--- src/rtl/address_offset_writer.sv ---
// Write-side producer for the PO/DO offset memories: decodes datapath result writes and
// slots host-loaded entries into the owning thread's cycle. Optional macro: OFFSET_WRITER_COLLISION_COUNT_EN.
`timescale 1ns/1ps
module address_offset_writer #(
    parameter int WORD_WIDTH         = 36,
    parameter int WRITE_ADDR_WIDTH   = 10,
    parameter int ADDR_WIDTH         = 10,
    parameter int PO_INCR_WIDTH      = 4,
    parameter int PO_ENTRY_WIDTH     = PO_INCR_WIDTH + ADDR_WIDTH,
    parameter int PO_ENTRY_COUNT     = 4,
    parameter int PO_ADDR_WIDTH      = 2,
    parameter logic [WRITE_ADDR_WIDTH-1:0] PO_BASE = 10'h3F0,
    parameter logic [WRITE_ADDR_WIDTH-1:0] DO_ADDR = 10'h3F8,
    parameter int THREAD_COUNT       = 8,
    parameter int THREAD_COUNT_WIDTH = 3,
    parameter int INITIAL_THREAD     = 0
) (
    input  logic                          clock,
    input  logic                          reset,
    input  logic                          write_en,
    input  logic [WRITE_ADDR_WIDTH-1:0]   write_addr,
    input  logic [WORD_WIDTH-1:0]         write_data,
    input  logic                          load_valid,
    output logic                          load_ready,
    input  logic                          load_is_do,
    input  logic [THREAD_COUNT_WIDTH-1:0] load_thread,
    input  logic [PO_ADDR_WIDTH-1:0]      load_entry,
    input  logic [PO_ENTRY_WIDTH-1:0]     load_data,
    output logic                          load_done,
    output logic                          po_wren,
    output logic [PO_ADDR_WIDTH-1:0]      po_write_addr,
    output logic [PO_ENTRY_WIDTH-1:0]     po_write_data,
    output logic                          do_wren,
    output logic [ADDR_WIDTH-1:0]         do_write_data
`ifdef OFFSET_WRITER_COLLISION_COUNT_EN
    ,
    output logic [15:0]                   collision_count
`endif
);

    localparam logic [WRITE_ADDR_WIDTH:0] PO_END =
        {1'b0, PO_BASE} + (WRITE_ADDR_WIDTH+1)'(PO_ENTRY_COUNT);
    localparam logic [THREAD_COUNT_WIDTH-1:0] LAST_THREAD  = THREAD_COUNT_WIDTH'(THREAD_COUNT - 1);
    localparam logic [THREAD_COUNT_WIDTH-1:0] FIRST_THREAD = THREAD_COUNT_WIDTH'(INITIAL_THREAD);

    typedef enum logic {
        IDLE,
        WAIT_SLOT
    } state_t;

    state_t                          state;
    logic [THREAD_COUNT_WIDTH-1:0]   slot_thread;
    logic [THREAD_COUNT_WIDTH-1:0]   req_thread;
    logic                            req_is_do;
    logic [PO_ADDR_WIDTH-1:0]        req_entry;
    logic [PO_ENTRY_WIDTH-1:0]       req_data;

    logic [WRITE_ADDR_WIDTH-1:0]     po_offset;
    logic                            po_hit;
    logic                            do_hit;
    logic                            slot_match;
    logic                            host_blocked;
    logic                            issue;
    logic                            collide;
    logic                            host_po;
    logic                            host_do;
    logic                            unused_bits;

    assign po_offset    = write_addr - PO_BASE;
    assign po_hit       = write_en && (write_addr >= PO_BASE) && ({1'b0, write_addr} < PO_END);
    assign do_hit       = write_en && (write_addr == DO_ADDR);
    assign slot_match   = (state == WAIT_SLOT) && (slot_thread == req_thread);
    // The datapath owns the slot; the host only loses when both target the same memory.
    assign host_blocked = req_is_do ? do_hit : po_hit;
    assign issue        = slot_match && !host_blocked;
    assign collide      = slot_match && host_blocked;
    assign host_po      = issue && !req_is_do;
    assign host_do      = issue && req_is_do;
    assign load_ready   = (state == IDLE);
    assign unused_bits  = ^{write_data[WORD_WIDTH-1:PO_ENTRY_WIDTH],
                            po_offset[WRITE_ADDR_WIDTH-1:PO_ADDR_WIDTH]};

    always_ff @(posedge clock or posedge reset) begin
        if (reset) begin
            slot_thread <= FIRST_THREAD;
        end else if (slot_thread == LAST_THREAD) begin
            slot_thread <= '0;
        end else begin
            slot_thread <= slot_thread + 1'b1;
        end
    end

    always_ff @(posedge clock or posedge reset) begin
        if (reset) begin
            state      <= IDLE;
            req_thread <= '0;
            req_is_do  <= 1'b0;
            req_entry  <= '0;
            req_data   <= '0;
            load_done  <= 1'b0;
        end else begin
            load_done <= issue;
            case (state)
                IDLE: begin
                    if (load_valid) begin
                        req_thread <= load_thread;
                        req_is_do  <= load_is_do;
                        req_entry  <= load_entry;
                        req_data   <= load_data;
                        state      <= WAIT_SLOT;
                    end
                end
                WAIT_SLOT: begin
                    if (issue) begin
                        state <= IDLE;
                    end
                end
                default: state <= IDLE;
            endcase
        end
    end

    always_ff @(posedge clock or posedge reset) begin
        if (reset) begin
            po_wren       <= 1'b0;
            po_write_addr <= '0;
            po_write_data <= '0;
            do_wren       <= 1'b0;
            do_write_data <= '0;
        end else begin
            po_wren <= po_hit || host_po;
            do_wren <= do_hit || host_do;
            if (po_hit) begin
                po_write_addr <= po_offset[PO_ADDR_WIDTH-1:0];
                po_write_data <= write_data[PO_ENTRY_WIDTH-1:0];
            end else if (host_po) begin
                po_write_addr <= req_entry;
                po_write_data <= req_data;
            end
            if (do_hit) begin
                do_write_data <= write_data[ADDR_WIDTH-1:0];
            end else if (host_do) begin
                do_write_data <= req_data[ADDR_WIDTH-1:0];
            end
        end
    end

`ifdef OFFSET_WRITER_COLLISION_COUNT_EN
    always_ff @(posedge clock or posedge reset) begin
        if (reset) begin
            collision_count <= '0;
        end else if (collide && (collision_count != 16'hFFFF)) begin
            collision_count <= collision_count + 16'd1;
        end
    end
`endif

endmodule

--- config.mk ---
export PLATFORM = sky130hd
export DESIGN_NAME = address_offset_writer
export DESIGN_NICKNAME = d
export VERILOG_FILES = /design/src/rtl/address_offset_writer.sv
export SDC_FILE = /design/constraint.sdc
export NUM_CORES = 1
export LEC_CHECK = 0
export CAP_MARGIN = 0
export CORE_ASPECT_RATIO = 0.5
export CORE_UTILIZATION = 49
export CTS_CLUSTER_SIZE = 14
export DETAILED_ROUTE_END_ITERATION = 8
export GPL_TIMING_DRIVEN = 0
export PLACE_DENSITY_LB_ADDON = 0.05
export SLEW_MARGIN = 10
export SYNTH_ARGS = -nofsm -noshare
export SYNTH_HDL_FRONTEND = slang
export SYNTH_SLANG_ARGS = --single-unit
--- constraint.sdc ---
create_clock -name clock -period 3.35 [get_ports clock]
set_input_delay 0.67 -clock clock [delete_from_list [all_inputs] [get_ports clock]]
set_output_delay 0.67 -clock clock [all_outputs]
set_load 0.01 [all_outputs]
* After elaboration in Yosys (flattened, before gate mapping)
Index checks and enable logic that the tools add are counted.
** Storage, ports and cells
- Bits in registers :: 53
- Bits of input ports :: 70
- Output and inout bits :: 30
- Word-level logic and storage cells :: 45
** Operators by class
- $add $sub $neg :: 2
- Order comparisons :: 2
- Eq/ne operators :: 3
- Mux-type cells :: 11
- Bitwise gates (word level) :: 1
- Reductions and logical operators :: 14
** Operators with widths (number)
- $mux W14 :: 2
- $mux W10 :: 2
- $eq A10 B10 Y1 const B :: 1
- $ge A10 B10 Y1 const B :: 1
- $lt A10 B10 Y1 const B :: 1
- $logic_and A1 B1 Y1 :: 7
- $mux W2 :: 2
- $reduce_bool A2 Y1 :: 2
- $add A3 B1 Y3 const B :: 1
- $eq A3 B3 Y1 :: 1
- $eq A3 B3 Y1 const B :: 1
- $mux W1 :: 3
- $mux W3 :: 1
- $logic_not A1 Y1 :: 2
- $logic_or A1 B1 Y1 :: 2
- $pmux W1 S2 :: 1
- $reduce_and A2 Y1 :: 1
- $sub A2 B1 Y2 const B :: 1
- $not A1 Y1 :: 1

* Longest topological paths before layout
Gate-level depths: netlist of the first run.
- Depth in word-level cells :: 9
- Depth in mapped cells :: 5
- Gate-level depth less buffers :: 3

* Worst setup path before layout of the first run
No wires, ideal clock.
- Path kind :: input-to-reg
- Start point :: input write_addr[3]
- End point :: register do_write_data[0]
- Library setup time :: 82 ps
- Arrival :: 1769 ps
- Data required time :: 3268 ps
- Slack :: 1499 ps
- Stages on the path :: 5
- Buffers on the path :: 2
- Path through :: buf_4 > or3b_1 > or3_1 > buf_6 > a31oi_1
** On the way
- Cells in the longest elaborated chain, start to end :: 8
- Elaborated cells on any way between the ends :: 12
- Classes of those cells :: order compare: 2; eq/ne: 1; mux: 2; reduce/logical: 7
** Ends and longest elaborated chain
- from (decl) :: RTL line 21 : input logic [WRITE_ADDR_WIDTH-1:0] write_addr,
- $ge A10 B10 Y1 :: RTL line 70 : assign po_hit = write_en && (write_addr >= PO_BASE) && ({1'b0, write_addr} < PO_END);
- $logic_and A1 B1 Y1 (2 in a row) :: RTL line 70
- $mux W1 :: RTL line 74 : assign host_blocked = req_is_do ? do_hit : po_hit;
- $logic_not A1 Y1 :: RTL line 75 : assign issue = slot_match && !host_blocked;
- $logic_and A1 B1 Y1 :: RTL line 75
- $logic_and A1 B1 Y1 :: RTL line 78 : assign host_do = issue && req_is_do;
- $reduce_bool A2 Y1 (no source line)
- to (signal assigned) :: RTL line 141 : do_write_data <= write_data[ADDR_WIDTH-1:0];
- to (signal assigned) :: RTL line 143 : do_write_data <= req_data[ADDR_WIDTH-1:0];
- to (decl) :: RTL line 34 : output logic [ADDR_WIDTH-1:0] do_write_data
Parallel ways exist; a longest one is shown, timed or not.
A chain may end at the register's enable or synchronous reset.

* Worst setup path in the final report of the first run
- Start point :: register state
- End point :: output load_ready
** On the way
- Cells in the longest elaborated chain, start to end :: 1
** Ends and longest elaborated chain
- from (decl) :: RTL line 51 : state_t state;
- from (signal assigned) :: RTL line 95 : state <= IDLE;
- from (signal assigned) :: RTL line 110 : state <= WAIT_SLOT;
- from (signal assigned) :: RTL line 115 : state <= IDLE;
- $not A1 Y1 (no source line)
- to (decl) :: RTL line 24 : output logic load_ready,
Every way passes these cells.

==> results of run 1 <==
## registers in the layout, summed over array words and instances (netlist names)
signal         flops
do_write_data     10
po_write_addr      2
slot_thread        3
po_wren            1
do_wren            1
load_done          1
req_thread         3
req_entry          2
po_write_data     14
req_is_do          1
req_data          14
state              1
## final cells by class
type                    count  area [sq um]  area share, %
well taps                  73         91.34          2.358
flip-flops and latches     53          1326          34.24
clock buffers               6         128.9          3.327
clock inverters             2         38.79          1.001
repair buffers             77         780.7          20.16
inverters                   3         11.26         0.2907
plain buffers              34         165.2          4.264
multi-input cells         176          1331          34.37
## critical path, cell delays in order, from the launching register on
cell and delay, ns:
sky130_fd_sc_hd__dfrtp_1 0.41, sky130_fd_sc_hd__clkbuf_1 0.34, sky130_fd_sc_hd__inv_1 0.07, sky130_fd_sc_hd__clkdlybuf4s50_1 0.48
## synthesized netlist by cell type (all sizes together) (2+ instances only)
master / number
dfrtp: 53
a31oi: 26
nor4: 26
o41ai: 26
clkbuf: 22
mux2: 19
nand4: 18
and3b: 16
buf: 12
nand3: 10
or4: 10
inv: 3
nor2b: 3
o21ai: 3
xnor2: 3
xor2: 3
ha: 2
nand2: 2
nor2: 2
or3: 2
## per-layer routing
layer	share of wire, %	track usage, %	vias to the layer above
met5	0	0	-
met4	0.52	4.762	0
met3	9.2	8.314	6
met2	43	41.33	133
met1	47	44.33	1330
li1	-	-	1252
## worst paths after layout
path | cells past startpoint | end | slack [ns] | startpoint
worst max register to register | 4 | po_write_data[6]$_DFFE_PP0P_ | 1.44 | req_thread[0]$_DFFE_PP0P_
max in group asynchronous | 3 | do_write_data[9]$_DFFE_PP0P_ | 2.04 | reset
worst max-delay path | 3 | load_ready | 1.09 | state$_DFF_PP0_
min in group asynchronous | 2 | req_data[6]$_DFFE_PP0P_ | 0.76 | reset
worst min register to register | 1 | req_data[12]$_DFFE_PP0P_ | 0.51 | req_data[12]$_DFFE_PP0P_
worst min-delay path | 1 | req_data[12]$_DFFE_PP0P_ | 0.51 | req_data[12]$_DFFE_PP0P_
## stage by stage
step / hold slack (ns) / total power, mW / instance area, sq um / setup WS [ns]
after floorplan: 0.4727 / 2.080 / 2834 / 1.394
after global placement: 0.4880 / 2.720 / 3686 / 0.4949
after detailed placement: 0.4936 / 2.783 / 3706 / 0.9279
after CTS: 0.5094 / 3.361 / 3874 / 1.106
after global routing: 0.5332 / 3.590 / 3874 / 1.023
final: 0.5102 / 3.384 / 3874 / 1.093
## cells by family after synthesis
logic type / synth area share (%)
compound gates: 15.14
xor+xnor: 1.855
fa+ha+maj: 0.8829
buf+inv: 6.225
flops: 46.80
mux: 7.550
simple gates: 21.55
## power groups by stage
stage	registers [mW]	clock network (mW)	logic [mW]
5_1_grt	1.18	0.625	1.78
4_1_cts	1.15	0.585	1.63
3_5_place_dp	1.16	0	1.63
2_1_floorplan	1.17	0	0.910
3_3_place_gp	1.14	0	1.58
6_report	1.15	0.585	1.64
==> metrics.txt, run 1 <==
# TYPE chip_impl_metric gauge
chip_impl_metric{name="area_delta_synth_final",unit="%"} 36.69
chip_impl_metric{name="vias",unit=""} 2721
chip_impl_metric{name="final_layout_fill_cell_count",unit=""} 435
chip_impl_metric{name="static-leakage-power",unit="nW"} 1.472
chip_impl_metric{name="cts_sinks",unit=""} 53
chip_impl_metric{name="worst_clock_skew",unit="ns"} 0.005490
chip_impl_metric{name="ctsResizeCount",unit=""} 0
chip_impl_metric{name="power.clock.fraction",unit="%"} 17.3
chip_impl_metric{name="relSlewSlack",unit="%"} 55.38
chip_impl_metric{name="synthesis.instances",unit=""} 266
chip_impl_metric{name="postSynthAreaPerCell",unit="sq um"} 10.65
chip_impl_metric{name="pwr_density_cell",unit="nW/um^2"} 873.5
chip_impl_metric{name="max_freq",unit="GHz"} 0.4432
chip_impl_info{name="mostFrequentLayoutCell",value="sky130_fd_sc_hd__clkdlybuf4s50_1"} 1
chip_impl_metric{name="final_net_count",unit=""} 422
chip_impl_info{name="grt_setup_unrepaired",value="false"} 1
chip_impl_metric{name="p_switching",unit="mW"} 1.287
chip_impl_metric{name="power.combinational.fraction",unit="%"} 48.6
chip_impl_info{name="worstSetupStartpointType",value="register"} 1
chip_impl_metric{name="htree_levels",unit=""} 2
chip_impl_metric{name="synth_warnings",unit=""} 0
chip_impl_metric{name="clock_path_buffers",unit=""} 2
chip_impl_metric{name="grt_antenna_before_repair",unit=""} 0
chip_impl_metric{name="final_max_slew_viol_count",unit=""} 0
chip_impl_metric{name="ios",unit=""} 100
chip_impl_metric{name="cp_data_arrival_time",unit="ns"} 1.59
chip_impl_metric{name="synth.ff_latch_count",unit=""} 53
chip_impl_info{name="mostFrequentLayoutCells",value="76 x sky130_fd_sc_hd__clkdlybuf4s50_1, 53 x sky130_fd_sc_hd__dfrtp_1, 26 x sky130_fd_sc_hd__o41ai_1, 26 x sky130_fd_sc_hd__nor4_1, 26 x sky130_fd_sc_hd__a31oi_1"} 1
chip_impl_metric{name="part_of_the_total_power_dissipated_in_sequential_elements",unit="%"} 34.1
chip_impl_metric{name="detail_route.iter0.violations",unit=""} 269
chip_impl_metric{name="placedCellCount",unit=""} 416
chip_impl_metric{name="drt_pass1_iterations",unit=""} 5
chip_impl_info{name="run_status",value="completed"} 1
chip_impl_info{name="timing.setup.critical_path_class",value="reg2out"} 1
chip_impl_info{name="yosysTopAreaCell",value="sky130_fd_sc_hd__dfrtp_1"} 1
chip_impl_metric{name="synth.yosys.seq_area_share",unit="%"} 46.80
chip_impl_metric{name="worst_ir_drop_vdd",unit="mV"} 0.4075
chip_impl_metric{name="finalHoldViolCount",unit=""} 0
chip_impl_metric{name="global_route.overflow_total",unit=""} 0
chip_impl_metric{name="antenna-diode-count",unit=""} 0
chip_impl_metric{name="drv.max_cap_violation_count",unit=""} 0
chip_impl_metric{name="synth.net_count",unit=""} 338
chip_impl_metric{name="die_h",unit="microns"} 55.78
chip_impl_info{name="clock_tree_root_driver_cell",value="sky130_fd_sc_hd__clkbuf_16"} 1
chip_impl_metric{name="die_area",unit="sq um"} 6110
chip_impl_metric{name="internal_power_contribution",unit="mW"} 2.097
chip_impl_metric{name="drc",unit=""} 0
chip_impl_metric{name="finalSetupTns",unit="ns"} 0
chip_impl_metric{name="synthesis.area",unit="sq um"} 2834
chip_impl_metric{name="portBuffers",unit=""} 76
chip_impl_info{name="hold_class",value="reg2reg"} 1
chip_impl_metric{name="initial_utilization",unit="%"} 51.38
chip_impl_metric{name="transition_at_the_pin_with_the_smallest_max_transition_slack",unit="ns"} 0.6645
chip_impl_metric{name="finalCriticalPeriod",unit="ns"} 2.257
chip_impl_metric{name="netlist.area_leader.share",unit="%"} 46.80
chip_impl_metric{name="final-instance-count-excl-fill",unit=""} 424
chip_impl_metric{name="grt_pass1_wl",unit="microns"} 13170
chip_impl_metric{name="post_cts.repair.setup_buffers",unit=""} 0
chip_impl_metric{name="postRouteAntennaNets",unit=""} 0
chip_impl_info{name="cp-end-kind",value="primary output"} 1
chip_impl_metric{name="utilization",unit="%"} 70.24
chip_impl_metric{name="hpwlAfterDp",unit="microns"} 6464
chip_impl_metric{name="placeableCoreArea",unit="sq um"} 5515
chip_impl_metric{name="clkSlewWorstSetupHoldPaths",unit="ns"} 0.07
chip_impl_metric{name="totalWireLength",unit="microns"} 8391
chip_impl_metric{name="routedWlPerCell",unit="microns"} 19.79
chip_impl_metric{name="grt_pass1_vias",unit=""} 2492
chip_impl_info{name="ys.flop_type",value="sky130_fd_sc_hd__dfrtp_1"} 1
chip_impl_metric{name="gp_congestion",unit=""} 0.9102
chip_impl_metric{name="grt_max_degree",unit=""} 28
chip_impl_info{name="tritoncts",value="done"} 1
chip_impl_info{name="synthTopCellsByArea",value="sky130_fd_sc_hd__dfrtp_1 47%, sky130_fd_sc_hd__o41ai_1 8.0%, sky130_fd_sc_hd__mux2_2 7.5%"} 1
chip_impl_metric{name="rows",unit=""} 19
chip_impl_metric{name="cp_max_fo",unit=""} 10
chip_impl_metric{name="critPathRequiredTime",unit="ns"} 2.68
chip_impl_metric{name="drive_above_1_share",unit="%"} 11.40
chip_impl_metric{name="postCtsHoldBufs",unit=""} 0
chip_impl_metric{name="post-route-period-util",unit="%"} 67.36
chip_impl_metric{name="synth_edf_count",unit=""} 0
chip_impl_metric{name="yosys.cell_types.count",unit=""} 28
chip_impl_metric{name="ys_async_rst_share",unit="%"} 100.0
chip_impl_metric{name="grt_use_total",unit="%"} 29.02
chip_impl_metric{name="die-width",unit="microns"} 109.6
chip_impl_metric{name="clock_latency",unit="ns"} 0.29
chip_impl_metric{name="power.switching_fraction",unit="%"} 38.03
chip_impl_metric{name="post_drt_via_cell_ratio",unit=""} 6.417
chip_impl_metric{name="setup_viols_final",unit=""} 0
chip_impl_metric{name="cts_inserted_buffers",unit=""} 5
Note: power is estimated with default switching activity, not from simulation.
==> inputs of run 2 (changes only) <==
- CORE_UTILIZATION: 49 -> 45
- clock period: 3.35 -> 2.3 ns (I/O delays scaled with it)
==> run 2 against run 1 <==
Net effect: count of clock-buffer cells in the layout decreased by 1; combinational power increased by 47%; via count increased by 0.74%; non-clock buffer count unchanged; clock skew increased by 0.0015 ns; sequential power increased by 46%; wire length increased by 0.83%; die area increased by 8.6%; critical path depth unchanged; worst hold slack improved by 0.0070 ns; critical path type unchanged; sequential share of layout area about the same; first-iteration DRC count increased by 27%.
==> metrics.txt, run 2 (synthesis results as in run 1) <==
# TYPE chip_impl_metric gauge
chip_impl_metric{name="rows",unit=""} 19
chip_impl_metric{name="worst_ir_drop_vdd",unit="mV"} 0.5513
chip_impl_info{name="worstSetupStartpointType",value="register"} 1
chip_impl_metric{name="post_cts.repair.setup_buffers",unit=""} 0
chip_impl_metric{name="vias",unit=""} 2741
chip_impl_info{name="cp_cell_sequence",value="clkbuf_1, inv_1, clkdlybuf4s50_1"} 1
chip_impl_metric{name="postCtsHoldBufs",unit=""} 0
chip_impl_metric{name="hpwlAfterDp",unit="microns"} 6551
chip_impl_info{name="run_status",value="completed"} 1
chip_impl_info{name="hold_class",value="reg2reg"} 1
chip_impl_metric{name="cts_sinks",unit=""} 53
chip_impl_metric{name="routedWlPerCell",unit="microns"} 19.45
chip_impl_metric{name="die_h",unit="microns"} 58.12
chip_impl_metric{name="final.setup.worst_slack",unit="ns"} 0.2027
chip_impl_metric{name="drt_pass1_iterations",unit=""} 5
chip_impl_metric{name="cts_inserted_buffers",unit=""} 5
chip_impl_metric{name="clock_path_buffers",unit=""} 2
chip_impl_metric{name="die-width",unit="microns"} 114.2
chip_impl_metric{name="post_drt_via_cell_ratio",unit=""} 6.301
chip_impl_metric{name="grt_max_degree",unit=""} 28
chip_impl_metric{name="pwr_density_cell",unit="nW/um^2"} 1256
chip_impl_metric{name="finalHoldViolCount",unit=""} 0
chip_impl_metric{name="post-place-ws",unit="ns"} 0.07564
chip_impl_metric{name="post-route-period-util",unit="%"} 91.19
chip_impl_metric{name="finalPower",unit="mW"} 4.862
chip_impl_metric{name="clock_latency",unit="ns"} 0.30
chip_impl_metric{name="cp_data_arrival_time",unit="ns"} 1.64
chip_impl_metric{name="placeableCoreArea",unit="sq um"} 5777
chip_impl_metric{name="finalCriticalPeriod",unit="ns"} 2.097
chip_impl_metric{name="htree_levels",unit=""} 2
chip_impl_metric{name="grt_pass1_vias",unit=""} 2623
chip_impl_metric{name="initial_utilization",unit="%"} 49.06
chip_impl_metric{name="critPathRequiredTime",unit="ns"} 1.84
chip_impl_metric{name="relSlewSlack",unit="%"} 58.97
chip_impl_metric{name="ios",unit=""} 100
chip_impl_metric{name="grt_pass1_wl",unit="microns"} 13770
chip_impl_metric{name="max_freq",unit="GHz"} 0.4768
chip_impl_metric{name="antenna-diode-count",unit=""} 0
chip_impl_info{name="mostFrequentLayoutCell",value="sky130_fd_sc_hd__clkdlybuf4s50_1"} 1
chip_impl_metric{name="final_max_slew_viol_count",unit=""} 0
chip_impl_metric{name="placedCellCount",unit=""} 427
chip_impl_metric{name="setup.reg_to_reg.worst_slack",unit="ns"} 0.33
chip_impl_metric{name="totalWireLength",unit="microns"} 8461
chip_impl_metric{name="static-leakage-power",unit="nW"} 1.466
chip_impl_metric{name="die_area",unit="sq um"} 6638
chip_impl_metric{name="final_net_count",unit=""} 422
chip_impl_metric{name="postRouteAntennaNets",unit=""} 0
chip_impl_info{name="grt_setup_unrepaired",value="false"} 1
chip_impl_info{name="cp-end-kind",value="primary output"} 1
chip_impl_metric{name="detail_route.iter0.violations",unit=""} 342
chip_impl_info{name="critical_path.slowest_cell",value="sky130_fd_sc_hd__clkdlybuf4s50_1"} 1
chip_impl_metric{name="setup_viols_final",unit=""} 0
chip_impl_metric{name="gp_congestion",unit=""} 0.9564
chip_impl_info{name="timing.setup.critical_path_class",value="reg2out"} 1
chip_impl_metric{name="ctsResizeCount",unit=""} 0
chip_impl_metric{name="cp_max_fo",unit=""} 10
chip_impl_metric{name="transition_at_the_pin_with_the_smallest_max_transition_slack",unit="ns"} 0.6111
chip_impl_metric{name="grt_antenna_before_repair",unit=""} 0
chip_impl_metric{name="portBuffers",unit=""} 76
chip_impl_info{name="tritoncts",value="done"} 1
chip_impl_metric{name="drv.max_cap_violation_count",unit=""} 0
chip_impl_metric{name="final-instance-count-excl-fill",unit=""} 435
chip_impl_metric{name="max_stage_delay",unit="ns"} 0.49
chip_impl_metric{name="drive_above_1_share",unit="%"} 11.68
chip_impl_metric{name="worst_clock_skew",unit="ns"} 0.006980
chip_impl_metric{name="area_delta_synth_final",unit="%"} 36.60
chip_impl_metric{name="grt_use_total",unit="%"} 27.46
chip_impl_metric{name="clkSlewWorstSetupHoldPaths",unit="ns"} 0.07
chip_impl_info{name="mostFrequentLayoutCells",value="76 x sky130_fd_sc_hd__clkdlybuf4s50_1, 53 x sky130_fd_sc_hd__dfrtp_1, 26 x sky130_fd_sc_hd__o41ai_1, 26 x sky130_fd_sc_hd__nor4_1, 26 x sky130_fd_sc_hd__a31oi_1"} 1
chip_impl_info{name="clock_tree_root_driver_cell",value="sky130_fd_sc_hd__clkbuf_16"} 1
chip_impl_metric{name="global_route.overflow_total",unit=""} 0
chip_impl_metric{name="drc",unit=""} 0
chip_impl_info{name="top_regs",value="po_write_data: 14 flops, req_data: 14 flops, do_write_data: 10 flops"} 1
-- run 2: cell types whose count changed in the layout (fill, tap and decap cells not counted), sizes merged --
| cell | delta |
|---|---|
| bufinv | -1 |
| clkinv | +1 |
| inv | +1 |
| clkbuf | -1 |
-- run 2: path summary, 6_finish.rpt --
path,startpoint,endpoint,depth (start not counted)
max,state$_DFF_PP0_,load_ready,3
min,slot_thread[0]$_DFF_PP0_,slot_thread[0]$_DFF_PP0_,1
max reg2reg,req_thread[0]$_DFFE_PP0P_,po_write_data[6]$_DFFE_PP0P_,4
min reg2reg,slot_thread[0]$_DFF_PP0_,slot_thread[0]$_DFF_PP0_,1
max in group asynchronous,reset,po_write_data[1]$_DFFE_PP0P_,3
min in group asynchronous,reset,req_data[7]$_DFFE_PP0P_,2
-- run 2: worst max-delay path: cells and delay by family, from the launching register on --
family	cells	cell delay, ns
buffers and inverters	3	0.92
DFF	1	0.42
-- run 2: stage by stage --
stage	hold slack, ns	util (%)	TNS, ns	area (sq um)
after detailed placement	0.4982	64.39	0	3720
after global routing	0.5362	67.01	0	3871
after CTS	0.5149	67.01	0	3871
after global placement	0.4895	64.05	-18.80	3700
final	0.5172	67.01	0	3871
after floorplan	0.4727	-	0	2834
-- run 2: routing by layer --
metal  routed length, microns  global-route usage (%)  share of wire (%)  vias to the layer above
met5                        0                       0                  0                        -
li1                         -                       -                  -                     1240
met1                     4038                   42.01                 48                     1345
met4                       55                   6.494               0.65                        0
met3                      819                   5.439                9.7                        7
met2                     3547                   40.00                 42                      149
-- run 2: final cells by class --
class                      instances  area, sq um
clock buffer                       5        125.1
buffer                            34        165.2
clock inverter                     3        26.28
fill                             491         1906
multi-input combinational        176         1331
timing repair buffer              77        780.7
tap                               84        105.1
sequential                        53         1326
inverter                           3        11.26
-- run 2: where the power goes --
group          leakage (nW)  internal, mW  total (mW)  switching [mW]
Clock                0.0744         0.412       0.773           0.361
Combinational         0.747          1.17        2.41            1.23
Sequential            0.644          1.36        1.68           0.317
Total                  1.47          2.95        4.86            1.91
